## src/rtl/regfile_param.sv

```systemverilog
// regfile_param: WIDTH x DEPTH register file with two read ports and one write
// port. A read of the address being written in the same cycle returns the
// write data. The read ports are either combinational or registered, and a
// registered port can be held per port.
module regfile_param #(
  parameter int WIDTH    = 32,
  parameter int DEPTH    = 16,
  parameter int AW       = 4,
  parameter int ZERO_REG = 1,
  parameter int REG_OUT  = 0
) (
  input  logic             clk,
  input  logic             rst_n,
  input  logic             regWrite,
  input  logic [AW-1:0]    writeReg,
  input  logic [WIDTH-1:0] writeData,
  input  logic [AW-1:0]    readReg1,
  input  logic [AW-1:0]    readReg2,
  input  logic             readHold1,
  input  logic             readHold2,
  output logic [WIDTH-1:0] readData1,
  output logic [WIDTH-1:0] readData2
);

  localparam bit ZR = (ZERO_REG != 0);

  logic [WIDTH-1:0] mem [DEPTH];
  logic             wr_en;
  logic [WIDTH-1:0] sel1;
  logic [WIDTH-1:0] sel2;

  // With ZERO_REG set, register 0 stays at zero, so a write to it is dropped.
  assign wr_en = regWrite && !(ZR && (writeReg == '0));

  // Storage array. The asynchronous reset clears every entry.
  always_ff @(posedge clk or negedge rst_n) begin
    if (!rst_n) begin
      for (int i = 0; i < DEPTH; i++) mem[i] <= '0;
    end else if (wr_en) begin
      mem[writeReg] <= writeData;
    end
  end

  // Read select for port 1. The zero register overrides bypass, and bypass overrides the array.
  always_comb begin
    sel1 = mem[readReg1];
    if (regWrite && (writeReg == readReg1)) sel1 = writeData;
    if (ZR && (readReg1 == '0)) sel1 = '0;
  end

  // Read select for port 2. It uses the same priority as port 1.
  always_comb begin
    sel2 = mem[readReg2];
    if (regWrite && (writeReg == readReg2)) sel2 = writeData;
    if (ZR && (readReg2 == '0)) sel2 = '0;
  end

  generate
    if (REG_OUT != 0) begin : g_reg_out
      // Registered read ports. A hold freezes only its own output; array writes still happen.
      always_ff @(posedge clk or negedge rst_n) begin
        if (!rst_n) begin
          readData1 <= '0;
          readData2 <= '0;
        end else begin
          if (!readHold1) readData1 <= sel1;
          if (!readHold2) readData2 <= sel2;
        end
      end
    end else begin : g_comb_out
      // In combinational mode the hold inputs have no function.
      logic unused_hold;
      assign unused_hold = readHold1 ^ readHold2;
      assign readData1   = sel1;
      assign readData2   = sel2;
    end
  endgenerate

endmodule

```

## config.mk

```make
export PLATFORM = sky130hd
export DESIGN_NAME = regfile_param
export DESIGN_NICKNAME = d
export VERILOG_FILES = /design/src/rtl/regfile_param.sv
export SDC_FILE = /design/constraint.sdc
export NUM_CORES = 1
export LEC_CHECK = 0
export BUFFER_PORTS_ARGS = -buffer_cell sky130_fd_sc_hd__buf_2
export CAP_MARGIN = 0
export CORE_ASPECT_RATIO = 0.7
export CORE_MARGIN = 3
export CORE_UTILIZATION = 44
export CTS_BUF_LIST = sky130_fd_sc_hd__clkbuf_8
export DETAILED_ROUTE_END_ITERATION = 8
export PLACE_DENSITY = 0.61
export SLEW_MARGIN = 25
export SYNTH_ARGS = -nofsm -noshare
export SYNTH_HDL_FRONTEND = slang
export SYNTH_SLANG_ARGS = --single-unit
```

## constraint.sdc

```tcl
create_clock -name clk -period 2.3 [get_ports clk]
set_input_delay 0.46 -clock clk [delete_from_list [all_inputs] [get_ports clk]]
set_output_delay 0.46 -clock clk [all_outputs]
set_load 0.02 [all_outputs]
```

Word-level counts from Yosys, hierarchy flattened --
Index checks and enable logic that the tools add are counted.
Operators by class: reductions and logical operators 8, equality and inequality tests 2, $lt $le $gt $ge 4, bitwise gates (word level) 3, mux-type cells 13
Operators by type and width (number):
- $bwmux 512 | 1
- $mux 32 | 9
- $bmux 32 s4 | 2
- $demux 32 s4 | 1
- $ge 5x5->1 const B | 3
- $not 4->5 | 3
- $logic_not 4->1 | 3
- $eq 4x4->1 | 2
- $lt 5x1->1 const B | 1
- $logic_and 1x1->1 | 4
- $logic_not 1->1 | 1
Storage, ports and cells: logic and storage cells 46, output and inout bits 64, bits of input ports 49, flip-flop bits (word level) 512

Longest topological paths before layout --
Gate-level depths: netlist of the first run.
depth in word-level cells 6, mapped depth 7, mapped depth without buffers 4

Worst setup path before layout of the first run --
No wires, ideal clock.
path kind in2out, from in readReg1[2], to out readData1[0], setup slack -106 ps, cell stages on the path 7, path buffers 3, arrival 1946 ps, data required time 1840 ps, cells stage by stage buf_2 > buf_4 > clkbuf_1 > mux4_2 > nand2_1 > nand3b_1 > a32o_1
On the way: word-level cells in the longest chain between the ends 6, elaborated cells between the ends (all ways) 9, classes of those cells eq/ne (1); mux (5); bitwise (1); reduce/logical (2)
RTL lines:
- start: declaration | line 17 | input logic [AW-1:0] readReg1,
- $not 4->5 (not written as such) | line 46 | sel1 = mem[readReg1];
- $bmux 32 s4 | line 46
- $mux 32 (not written as such) (2 in a row) | line 46
- $mux 32 | line 47 | if (regWrite && (writeReg == readReg1)) sel1 = writeData;
- $mux 32 * | line 48 | if (ZR && (readReg1 == '0)) sel1 = '0;
- end: declaration | line 21 | output logic [WIDTH-1:0] readData1,
Mark *: on every way between the ends. The rest lies on a longest branch, timed or not. The select of a mux whose other input is x is not followed.

Worst setup path in the final report of the first run --
from reg mem[16] in the netlist's numbering, to out readData1[16]
On the way: word-level cells in the longest chain between the ends 5
RTL lines:
- start: declaration | line 27 | logic [WIDTH-1:0] mem [DEPTH];
- start signal: indexed assignment | line 40 | mem[writeReg] <= writeData;
- $bmux 32 s4 | line 46
- $mux 32 (not written as such) (2 in a row) | line 46
- $mux 32 | line 47
- $mux 32 | line 48
Every way passes these cells. The select of a mux whose other input is x is not followed.

==> results of run 1 <==
[power by group through the flow]
stage               combinational (mW)  clock, mW  sequential (mW)
detailed placement                6.99          0             12.5
global placement                  6.82          0             12.4
CTS                               7.41       8.43             12.4
global route                      7.95       8.85             12.7
finish                            7.41       8.22             12.4
floorplan                         5.27          0             12.0
[worst max path at each step]
stage                      from             to  cells after the start
floorplan           readReg1[0]  readData1[14]                      6
global placement    readReg2[0]  readData2[27]                      7
detailed placement  readReg2[0]   readData2[3]                      9
CTS                     mem[29]  readData2[29]                      5
global route            mem[48]  readData1[16]                      5
finish                  mem[16]  readData1[16]                      5
[per-layer routing]
metal | vias up | share of wire (%) | wire [um] | GRT usage, %
met2 | 591 | 46 | 36980 | 37.70
li1 | 7580 | - | - | -
met3 | 130 | 6.3 | 5064 | 4.962
met5 | - | 0.028 | 23 | 0
met1 | 9709 | 46 | 37280 | 36.64
met4 | 4 | 1.9 | 1574 | 5.519
[cells by family (layout without fill, tap and decap cells)]
group                  count (synthesis)  after routing  share of synthesized area, %
buffers and inverters                222            459                         3.992
XOR/XNOR                               8              8                        0.2503
other                                  0              1                             0
flip-flops                           512            512                         45.77
AND/OR/NAND/NOR                      276            276                         5.324
multiplexers                         804            804                         42.34
AO/OA/AOI/OAI                         66             66                         2.324
[repair_timing]
action / in CTS / in global routing
hold endpoints to repair: 31 / 0
pin swaps: 68 / 11
setup endpoints to repair: 64 / 64
hold buffers: 1 / 0
resized for setup: 150 / 10
setup buffers: 10 / 3
[layout make-up]
| cell class | instances | area (um^2) | share of cell area (%) |
|---|---|---|---|
| Multi-Input combinational cell | 1154 | 14280 | 43.06 |
| Sequential cell | 512 | 12810 | 38.64 |
| Timing Repair Buffer | 311 | 3319 | 10.01 |
| Clock buffer | 111 | 1528 | 4.607 |
| Tap cell | 819 | 1025 | 3.090 |
| Clock inverter | 37 | 193.9 | 0.5848 |
| Antenna cell | 1 | 2.502 | 0.007546 |
[worst max-delay path, stage by stage, from the launching register on]
cell and delay [ns]:
dfrtp_1 0.40, mux4_2 0.50, mux2i_2 0.22, mux2i_2 0.13
a22o_1 0.24, buf_4 0.16
[synthesized netlist by cell type, drive strengths merged (6+ instances only)]
cell | n | area [um^2]
a32o | 62 | 620.6
nand3b | 65 | 488.0
dfrtp | 512 | 12810
nand2b | 65 | 406.6
mux2i | 68 | 680.7
nor2 | 9 | 33.78
mux4 | 256 | 5766
nand2 | 125 | 469.2
xor2 | 6 | 52.55
clkbuf | 108 | 405.4
mux2 | 480 | 5405
buf | 114 | 711.9
[stage by stage]
step	area [um^2]	worst slack, ns	total power, mW	std cells
floorplan	28100	0.005972	17.28	1888
global placement	30860	-0.5249	19.21	2782
detailed placement	30860	-0.5228	19.53	2782
CTS	33100	-0.5574	28.23	2941
global route	33160	-0.5811	29.47	2945
finish	33160	-0.5093	28.04	2945
==> results.py, run 1 <==
metrics = {
    "status": {
        "status": "complete, but fails checks",
        "violations": "setup timing",
    },
    "floorplanning": {
        "die-area_um2": 66730,
        "die_x_um": 307.5,
        "fp.coreArea_um2": 62190,
        "rows": 76,
        "die_height_um": 217.0,
        "pin_count": 113,
        "start_util_pct": 45.01,
    },
    "pwr": {
        "p_per_area_nw_per_um2": 845.7,
        "clkPwrFrac_pct": 29.3,
        "switching_power_mw": 8.068,
        "combPwrFrac_pct": 26.4,
        "p_leak_nw": 14.27,
        "p_int_mw": 19.98,
        "seqPwrFrac_pct": 44.3,
        "swShare_pct": 28.77,
        "vdd_ir_drop_max_mv": 0.3770,
    },
    "synth": {
        "synth_cells": 1888,
        "synth.distinct_cells": 26,
        "ys.flop_type": "dfrtp_1",
        "ys_seq_area_share_pct": 45.77,
        "ys_ff_latch": 512,
        "ys_warn_count": 0,
        "async_reset_ff_share_pct": 100.0,
        "synth_area_um2": 27990,
        "synth_edf_count": 0,
        "syn_avg_cell_area_um2": 14.83,
        "syn_nets": 1937,
    },
    "placed_design": {
        "hpwl_mm": 51.88,
        "gp_congestion": 0.7936,
        "port_buffers": 110,
    },
    "critical_path": {
        "cp_max_fo": 3,
        "worstReg2RegStart": "mem[13]",
        "rr_worst_depth": 3,
        "cp.arrival_ns": 2.35,
        "rrSetupSlack_ns": 1.28,
        "r2r_end": "mem[13]",
        "start_kind": "flip-flop",
        "end_kind": "output port",
        "required_ns": 1.84,
        "path_class": "reg -> out",
    },
    "timing": {
        "drv_slew": 0,
        "setup_viol": 64,
        "relSlewSlack_pct": 61.71,
        "whs_ns": 0.1404,
        "fin_skew_ns": 0,
        "min_period_ns": 2.809,
        "worstMarginPinSlew_ns": 0.5744,
        "fin_crit_sh_pct": 122.1,
        "tns_ns": -25.42,
        "worst_slack_ns": -0.5093,
        "rsz0062_at_grt": "yes",
        "finalHoldViolCount": 0,
        "clock.fmax_mhz": 356.0,
    },
    "clock_tree": {
        "cts_buffers": 83,
        "clock_latency_ns": 0.68,
        "cts.clk_slew.worst_paths_ns": 0.07,
        "clock_sinks": 512,
        "clockBufferDepth": 3,
        "htreeDepth": 3,
        "cts_tree": "done",
        "cts-root-buf": "clkbuf_8",
    },
    "grt": {
        "grt_remaining_overflow": 0,
        "grt_max_degree": 69,
        "grt_pass1_wl_mm": 123.4,
        "antenna_found_initial": 4,
        "grt_usage_pct": 24.66,
        "first_global_vias": 18830,
    },
    "detailed_routing": {
        "viasPerCell": 6.117,
        "drc": 0,
        "drtIter0Drc": 1574,
        "antenna_left": 0,
        "num_vias": 18010,
        "routed_wl_mm": 80.92,
        "routedWlPerCell_um": 27.48,
        "dr.pass1.iters": 5,
    },
    "finish": {
        "nets": 2111,
        "top_regs": "mem: 512 flops",
        "final_core_util_pct": 53.32,
        "layout_commonest_cell": "dfrtp_1",
        "drive_above_1_share_pct": 58.78,
        "largest-register": "mem",
        "final_cell_mix": "512 x dfrtp_1, 470 x mux2_2, 256 x mux4_2",
        "syn_to_final_growth_pct": 18.47,
        "n_fill_cell": 5094,
        "largest_reg_flops": 512,
    },
    "min_path": {
        "min_delay_path_depth": 2,
        "hold_path_end": "mem[451]",
        "hold_path.class": "in -> reg",
        "min_from": "writeData[3]",
    },
    "flow_run": {
        "maxCapViolCount": 0,
    },
}
Note: power is estimated with default switching activity, not from simulation.
==> run 2: changes to the inputs <==
==> constraint.sdc (replaced) <==
create_clock -name clk -period 2.3 [get_ports clk]
set_input_delay 0.115 -clock clk [delete_from_list [all_inputs] [get_ports clk]]
set_output_delay 0.115 -clock clk [all_outputs]
set_load 0.02 [all_outputs]
==> run 2 against run 1 <==
  * The run still ends with setup timing left
  * Clock power shrank 3.6%
  * Core utilization fell by 0.93 points
  * Largest power group unchanged
  * Sequential power barely moved
  * Highest routed layer unchanged
  * Global-route usage increased by 0.060 points
  * Maximum frequency increased by 16%
==> results.py, run 2 (synthesis gave the netlist of run 1 again) <==
metrics = {
    "finish": {
        "largest_reg_flops": 512,
        "nets": 2068,
        "syn_to_final_growth_pct": 16.41,
        "final_core_util_pct": 52.40,
        "final_cell_mix": "512 x dfrtp_1, 470 x mux2_2, 256 x mux4_2",
        "largest-register": "mem",
        "top_regs": "mem: 512 flops",
        "drive_above_1_share_pct": 55.89,
        "layout_commonest_cell": "dfrtp_1",
    },
    "pwr": {
        "seqPwrFrac_pct": 44.9,
        "p_int_mw": 19.71,
        "p_per_area_nw_per_um2": 847.2,
        "clkPwrFrac_pct": 28.7,
        "swShare_pct": 28.61,
        "p_leak_nw": 13.91,
        "combPwrFrac_pct": 26.5,
        "vdd_ir_drop_max_mv": 0.4136,
        "switching_power_mw": 7.897,
        "power_mw": 27.61,
    },
    "timing": {
        "relSlewSlack_pct": 46.53,
        "min_period_ns": 2.429,
        "worst_slack_ns": -0.1293,
        "clock.fmax_mhz": 411.6,
        "drv_slew": 0,
        "fin_crit_sh_pct": 105.6,
        "setup_viol": 53,
        "whs_ns": 0.09431,
        "finalHoldViolCount": 0,
        "fin_skew_ns": 0,
        "rsz0062_at_grt": "yes",
        "tns_ns": -2.714,
        "worstMarginPinSlew_ns": 0.8020,
    },
    "floorplanning": {
        "die_height_um": 217.0,
        "die-area_um2": 66730,
        "pin_count": 113,
        "start_util_pct": 45.01,
        "fp.coreArea_um2": 62190,
        "die_x_um": 307.5,
        "rows": 76,
    },
    "clock_tree": {
        "cts_tree": "done",
        "clock_sinks": 512,
        "cts_buffers": 82,
        "clock_latency_ns": 0.67,
        "clockBufferDepth": 3,
        "cts.clk_slew.worst_paths_ns": 0.07,
        "htreeDepth": 3,
        "cts-root-buf": "clkbuf_8",
    },
    "detailed_routing": {
        "drc": 0,
        "routed_wl_mm": 81.11,
        "routedWlPerCell_um": 28.07,
        "drtIter0Drc": 1574,
        "num_vias": 17800,
        "viasPerCell": 6.159,
        "dr.pass1.iters": 7,
        "antenna_left": 0,
    },
    "placed_design": {
        "port_buffers": 110,
        "hpwl_mm": 49.25,
        "place_ws_ns": 0.01859,
        "gp_congestion": 0.7705,
    },
    "critical_path": {
        "path_class": "reg -> out",
        "critPathMaxStageDelay_ns": 0.51,
        "cp.arrival_ns": 2.31,
        "startpoint": "mem[90]",
        "worstPathCellList": "mux4_2 > mux2i_4 > nand2_1 > a32o_2 > buf_6",
        "start_kind": "flip-flop",
        "slowest_stage": "mux4_2",
        "worstReg2RegStart": "mem[9]",
        "rr_worst_depth": 3,
        "required_ns": 2.18,
        "end_kind": "output port",
        "r2r_end": "mem[9]",
        "rrSetupSlack_ns": 1.30,
        "cp_max_fo": 3,
        "endpoint": "readData1[26]",
    },
    "status": {
        "status": "complete, but fails checks",
        "violations": "setup timing",
    },
    "min_path": {
        "hold_path.class": "in -> async",
    },
    "grt": {
        "grt_remaining_overflow": 0,
        "grt_usage_pct": 24.72,
        "grt_pass1_wl_mm": 123.1,
        "antenna_found_initial": 3,
        "grt_max_degree": 92,
        "first_global_vias": 18860,
    },
    "flow_run": {
        "maxCapViolCount": 0,
    },
}
run 2: changes by cell type in the layout (fill, tap and decap cells not counted), moves of 4 or more:
cell	previous run	this run
buf_12	65	46
buf_4	136	79
clkbuf_8	111	104
clkinv_2	7	2
dlygate4sd3_1	1	33
mux2i_1	59	63
mux2i_2	9	4
run 2: metal layers:
metal  share of wire, %  global-route usage (%)  vias up  wire length [um]
met3                6.5                   5.234      137              5240
met2                 45                   37.28      575             36780
met5              0.016                       0        -                13
met1                 46                   36.52     9639             37150
met4                2.4                   6.728        2              1930
li1                   -                       -     7447                 -
run 2: cell type report:
class | instances | area, um^2
fillers | 5149 | 29600
multi-input cells | 1154 | 14270
flip-flops and latches | 512 | 12810
repair buffers | 269 | 2864
clock buffers | 104 | 1431
well taps | 819 | 1025
clock inverters | 31 | 175.2
diodes | 1 | 2.502
run 2: metrics by stage:
stage / area (um^2) / std cells
5_1_grt: 32580 / 2889
3_3_place_gp: 30040 / 2709
6_report: 32590 / 2890
4_1_cts: 32540 / 2886
3_5_place_dp: 30040 / 2709
2_1_floorplan: 27990 / 1888
run 2: power by group through the flow:
| stage | sequential (mW) | clock [mW] | combinational, mW |
|---|---|---|---|
| 2_1_floorplan | 12.0 | 0 | 5.22 |
| 3_3_place_gp | 12.3 | 0 | 6.65 |
| 3_5_place_dp | 12.5 | 0 | 6.82 |
| 4_1_cts | 12.4 | 8.12 | 7.34 |
| 5_1_grt | 12.6 | 8.50 | 7.84 |
| 6_report | 12.4 | 7.92 | 7.31 |
run 2: critical path, delay by kind of cell (launching register included):
family	cells	cell delay (ns)
buffers and inverters	1	0.14
multiplexers	2	0.70
AND/OR/NAND/NOR	1	0.11
AO/OA/AOI/OAI	1	0.33
flip-flops	1	0.38
run 2: worst min path at each step:
| stage | start | endpoint |
|---|---|---|
| floorplan | rst_n | mem[0] |
| global placement | rst_n | mem[242] |
| detailed placement | rst_n | mem[242] |
| CTS | rst_n | mem[177] |
| global route | rst_n | mem[177] |
| finish | rst_n | mem[471] |
run 2: timing repair:
item	CTS	global route
pin swaps	64	11
endpoints found under the setup margin	64	64
hold endpoints to repair	936	0
buffers inserted	8	3
resized for setup	188	5
hold buffers	34	0
==> run 3: changes to the inputs <==
--- a/config.mk
+++ b/config.mk
@@ -13,7 +13,7 @@
 export CTS_BUF_LIST = sky130_fd_sc_hd__clkbuf_8
 export DETAILED_ROUTE_END_ITERATION = 8
 export PLACE_DENSITY = 0.61
-export SLEW_MARGIN = 25
+export SLEW_MARGIN = 15
 export SYNTH_ARGS = -nofsm -noshare
 export SYNTH_HDL_FRONTEND = slang
 export SYNTH_SLANG_ARGS = --single-unit
==> constraint.sdc (replaced) <==
create_clock -name clk -period 2.21 [get_ports clk]
set_input_delay 0.1105 -clock clk [delete_from_list [all_inputs] [get_ports clk]]
set_output_delay 0.1105 -clock clk [all_outputs]
set_load 0.02 [all_outputs]
==> run 3 against run 2 <==
  * The run still ends with setup timing left
  * Flip-flop and latch count unchanged
  * Global-route usage decreased by 0.79 points
  * Routed wire length decreased by 3.0%
  * Sequential power increased by 4%
  * Via count decreased by 0.31%
  * Setup slack got worse by 0.096 ns
  * Clock skew unchanged
  * First-iteration DRC count decreased by 23%
  * Sequential share of layout area increased by 0.17 points
  * Total power increased by 3.6%
  * Die area unchanged
  * Register-to-register slack got worse by 0.10 ns
==> results.py, run 3 (synthesis gave the netlist of run 1 again) <==
metrics = {
    "status": {
        "status": "complete, but fails checks",
        "violations": "setup timing",
    },
    "critical_path": {
        "worstPathCellList": "mux4_2 > mux2i_1 > nand2_1 > a32o_2 > buf_6",
        "path_class": "reg -> out",
        "cp_top_family": "multiplexers",
        "slowest_stage": "mux4_2",
        "cp_max_fo": 3,
        "critPathMaxStageDelay_ns": 0.46,
        "end_kind": "output port",
        "required_ns": 2.10,
        "start_kind": "flip-flop",
        "crit_buf_inv": 1,
        "cp.arrival_ns": 2.32,
    },
    "timing": {
        "relSlewSlack_pct": 48.18,
        "clock.fmax_mhz": 410.6,
        "min_period_ns": 2.435,
        "worstMarginPinSlew_ns": 0.7774,
        "fin_crit_sh_pct": 110.2,
        "drv_slew": 0,
        "worst_slack_ns": -0.2254,
        "finalHoldViolCount": 0,
        "rsz0062_at_grt": "yes",
        "setup_viol": 64,
        "tns_ns": -8.044,
        "fin_skew_ns": 0,
    },
    "detailed_routing": {
        "routedWlPerCell_um": 27.16,
        "viasPerCell": 6.123,
        "routed_wl_mm": 78.70,
        "antenna_left": 0,
        "drc": 0,
        "drtIter0Drc": 1205,
        "num_vias": 17740,
        "dr.pass1.iters": 5,
    },
    "grt": {
        "grt_usage_pct": 23.93,
        "first_global_vias": 18840,
        "grt_pass1_wl_mm": 120.2,
        "grt_max_degree": 114,
        "antenna_found_initial": 3,
        "grt_remaining_overflow": 0,
    },
    "finish": {
        "top_regs": "mem: 512 flops",
        "layout_commonest_cell": "dfrtp_1",
        "syn_to_final_growth_pct": 15.91,
        "finalInstanceArea_um2": 32450,
        "final_cell_mix": "512 x dfrtp_1, 470 x mux2_2, 256 x mux4_2",
        "drive_above_1_share_pct": 55.97,
        "largest-register": "mem",
        "largest_reg_flops": 512,
        "final_core_util_pct": 52.17,
        "nets": 2065,
    },
    "placed_design": {
        "port_buffers": 110,
        "hpwl_mm": 48.21,
        "gp_congestion": 0.7806,
        "placed_area_um2": 29890,
    },
    "floorplanning": {
        "die_x_um": 307.5,
        "pin_count": 113,
        "fp.coreArea_um2": 62190,
        "rows": 76,
        "start_util_pct": 45.01,
        "die-area_um2": 66730,
        "die_height_um": 217.0,
    },
    "clock_tree": {
        "cts_buffers": 84,
        "clock_sinks": 512,
        "cts-root-buf": "clkbuf_8",
        "cts_tree": "done",
        "clockBufferDepth": 3,
        "clock_latency_ns": 0.66,
        "cts.clk_slew.worst_paths_ns": 0.06,
        "htreeDepth": 3,
    },
    "pwr": {
        "clkPwrFrac_pct": 28.5,
        "swShare_pct": 28.96,
        "p_int_mw": 20.33,
        "p_per_area_nw_per_um2": 881.9,
        "vdd_ir_drop_max_mv": 0.4289,
        "seqPwrFrac_pct": 45.0,
        "combPwrFrac_pct": 26.5,
        "switching_power_mw": 8.286,
        "p_leak_nw": 13.87,
    },
    "flow_run": {
        "maxCapViolCount": 0,
    },
    "min_path": {
        "hold_path.class": "in -> async",
    },
}
==> run 3: cell count changes in the layout (fill, tap and decap cells not counted), moves of 2 or more <==
cell / delta
mux2i_2: +4
bufinv_16: -2
mux2i_1: -3
buf_4: +3
clkinvlp_4: +3
inv_1: +2
buf_12: -8
clkinv_2: +9
==> run 3: final timing paths <==
path / slack, ns / start / cells after the start / endpoint
worst max-delay path: -0.23 / mem[59] / 5 / readData2[27]
worst min-delay path: 0.11 / rst_n / 3 / mem[343]
worst max register to register: 1.20 / mem[93] / 3 / mem[93]
worst min register to register: 0.39 / mem[487] / 0 / mem[487]
max in group asynchronous: 1.18 / rst_n / 3 / mem[181]
min in group clk: 0.17 / writeReg[0] / 3 / mem[241]
==> run 3: per-layer routing <==
metal | global-route usage [%] | share of wire (%)
met5 | 0 | 0.010
met4 | 6.044 | 1.9
met3 | 4.874 | 5.6
met2 | 36.18 | 45
met1 | 35.56 | 47
==> run 3: area by class of cell <==
| class | count | area (um^2) |
|---|---|---|
| fillers | 5178 | 29740 |
| multi-input cells | 1154 | 14270 |
| flip-flops and latches | 512 | 12810 |
| repair buffers | 264 | 2703 |
| clock buffers | 104 | 1431 |
| well taps | 819 | 1025 |
| clock inverters | 44 | 198.9 |
| diodes | 1 | 2.502 |
==> run 3: worst reg2reg max path: stages, from the launching register on <==
cell and delay, ns:
dfrtp_1 0.39, buf_4 0.13, buf_4 0.12, mux2_2 0.25
==> run 3: per-stage QoR <==
stage / total power [mW] / hold slack, ns / setup slack, ns / instances
final: 28.61 / 0.1068 / -0.2254 / 2898
after global placement: 19.70 / -0.04057 / 0.03469 / 2703
after floorplan: 17.94 / -0.1851 / 0.5034 / 1888
after detailed placement: 20.09 / -0.03955 / 0.04271 / 2703
after global routing: 30.09 / 0.08461 / -0.3207 / 2897
after CTS: 28.87 / 0.03434 / -0.2820 / 2893
==> run 3: what timing repair did <==
item,CTS,global route
hold endpoints to repair,992,0
hold buffers,34,0
gates resized for setup,189,2
pin swaps,64,8
buffers inserted,8,4
cloned,0,0
setup endpoints to repair,64,64
==> run 3: power groups by stage <==
stage	registers [mW]	clock network, mW	logic, mW
2_1_floorplan	12.5	0	5.44
3_3_place_gp	12.8	0	6.89
4_1_cts	12.9	8.41	7.60
3_5_place_dp	13.0	0	7.07
6_report	12.9	8.15	7.57
5_1_grt	13.2	8.80	8.13
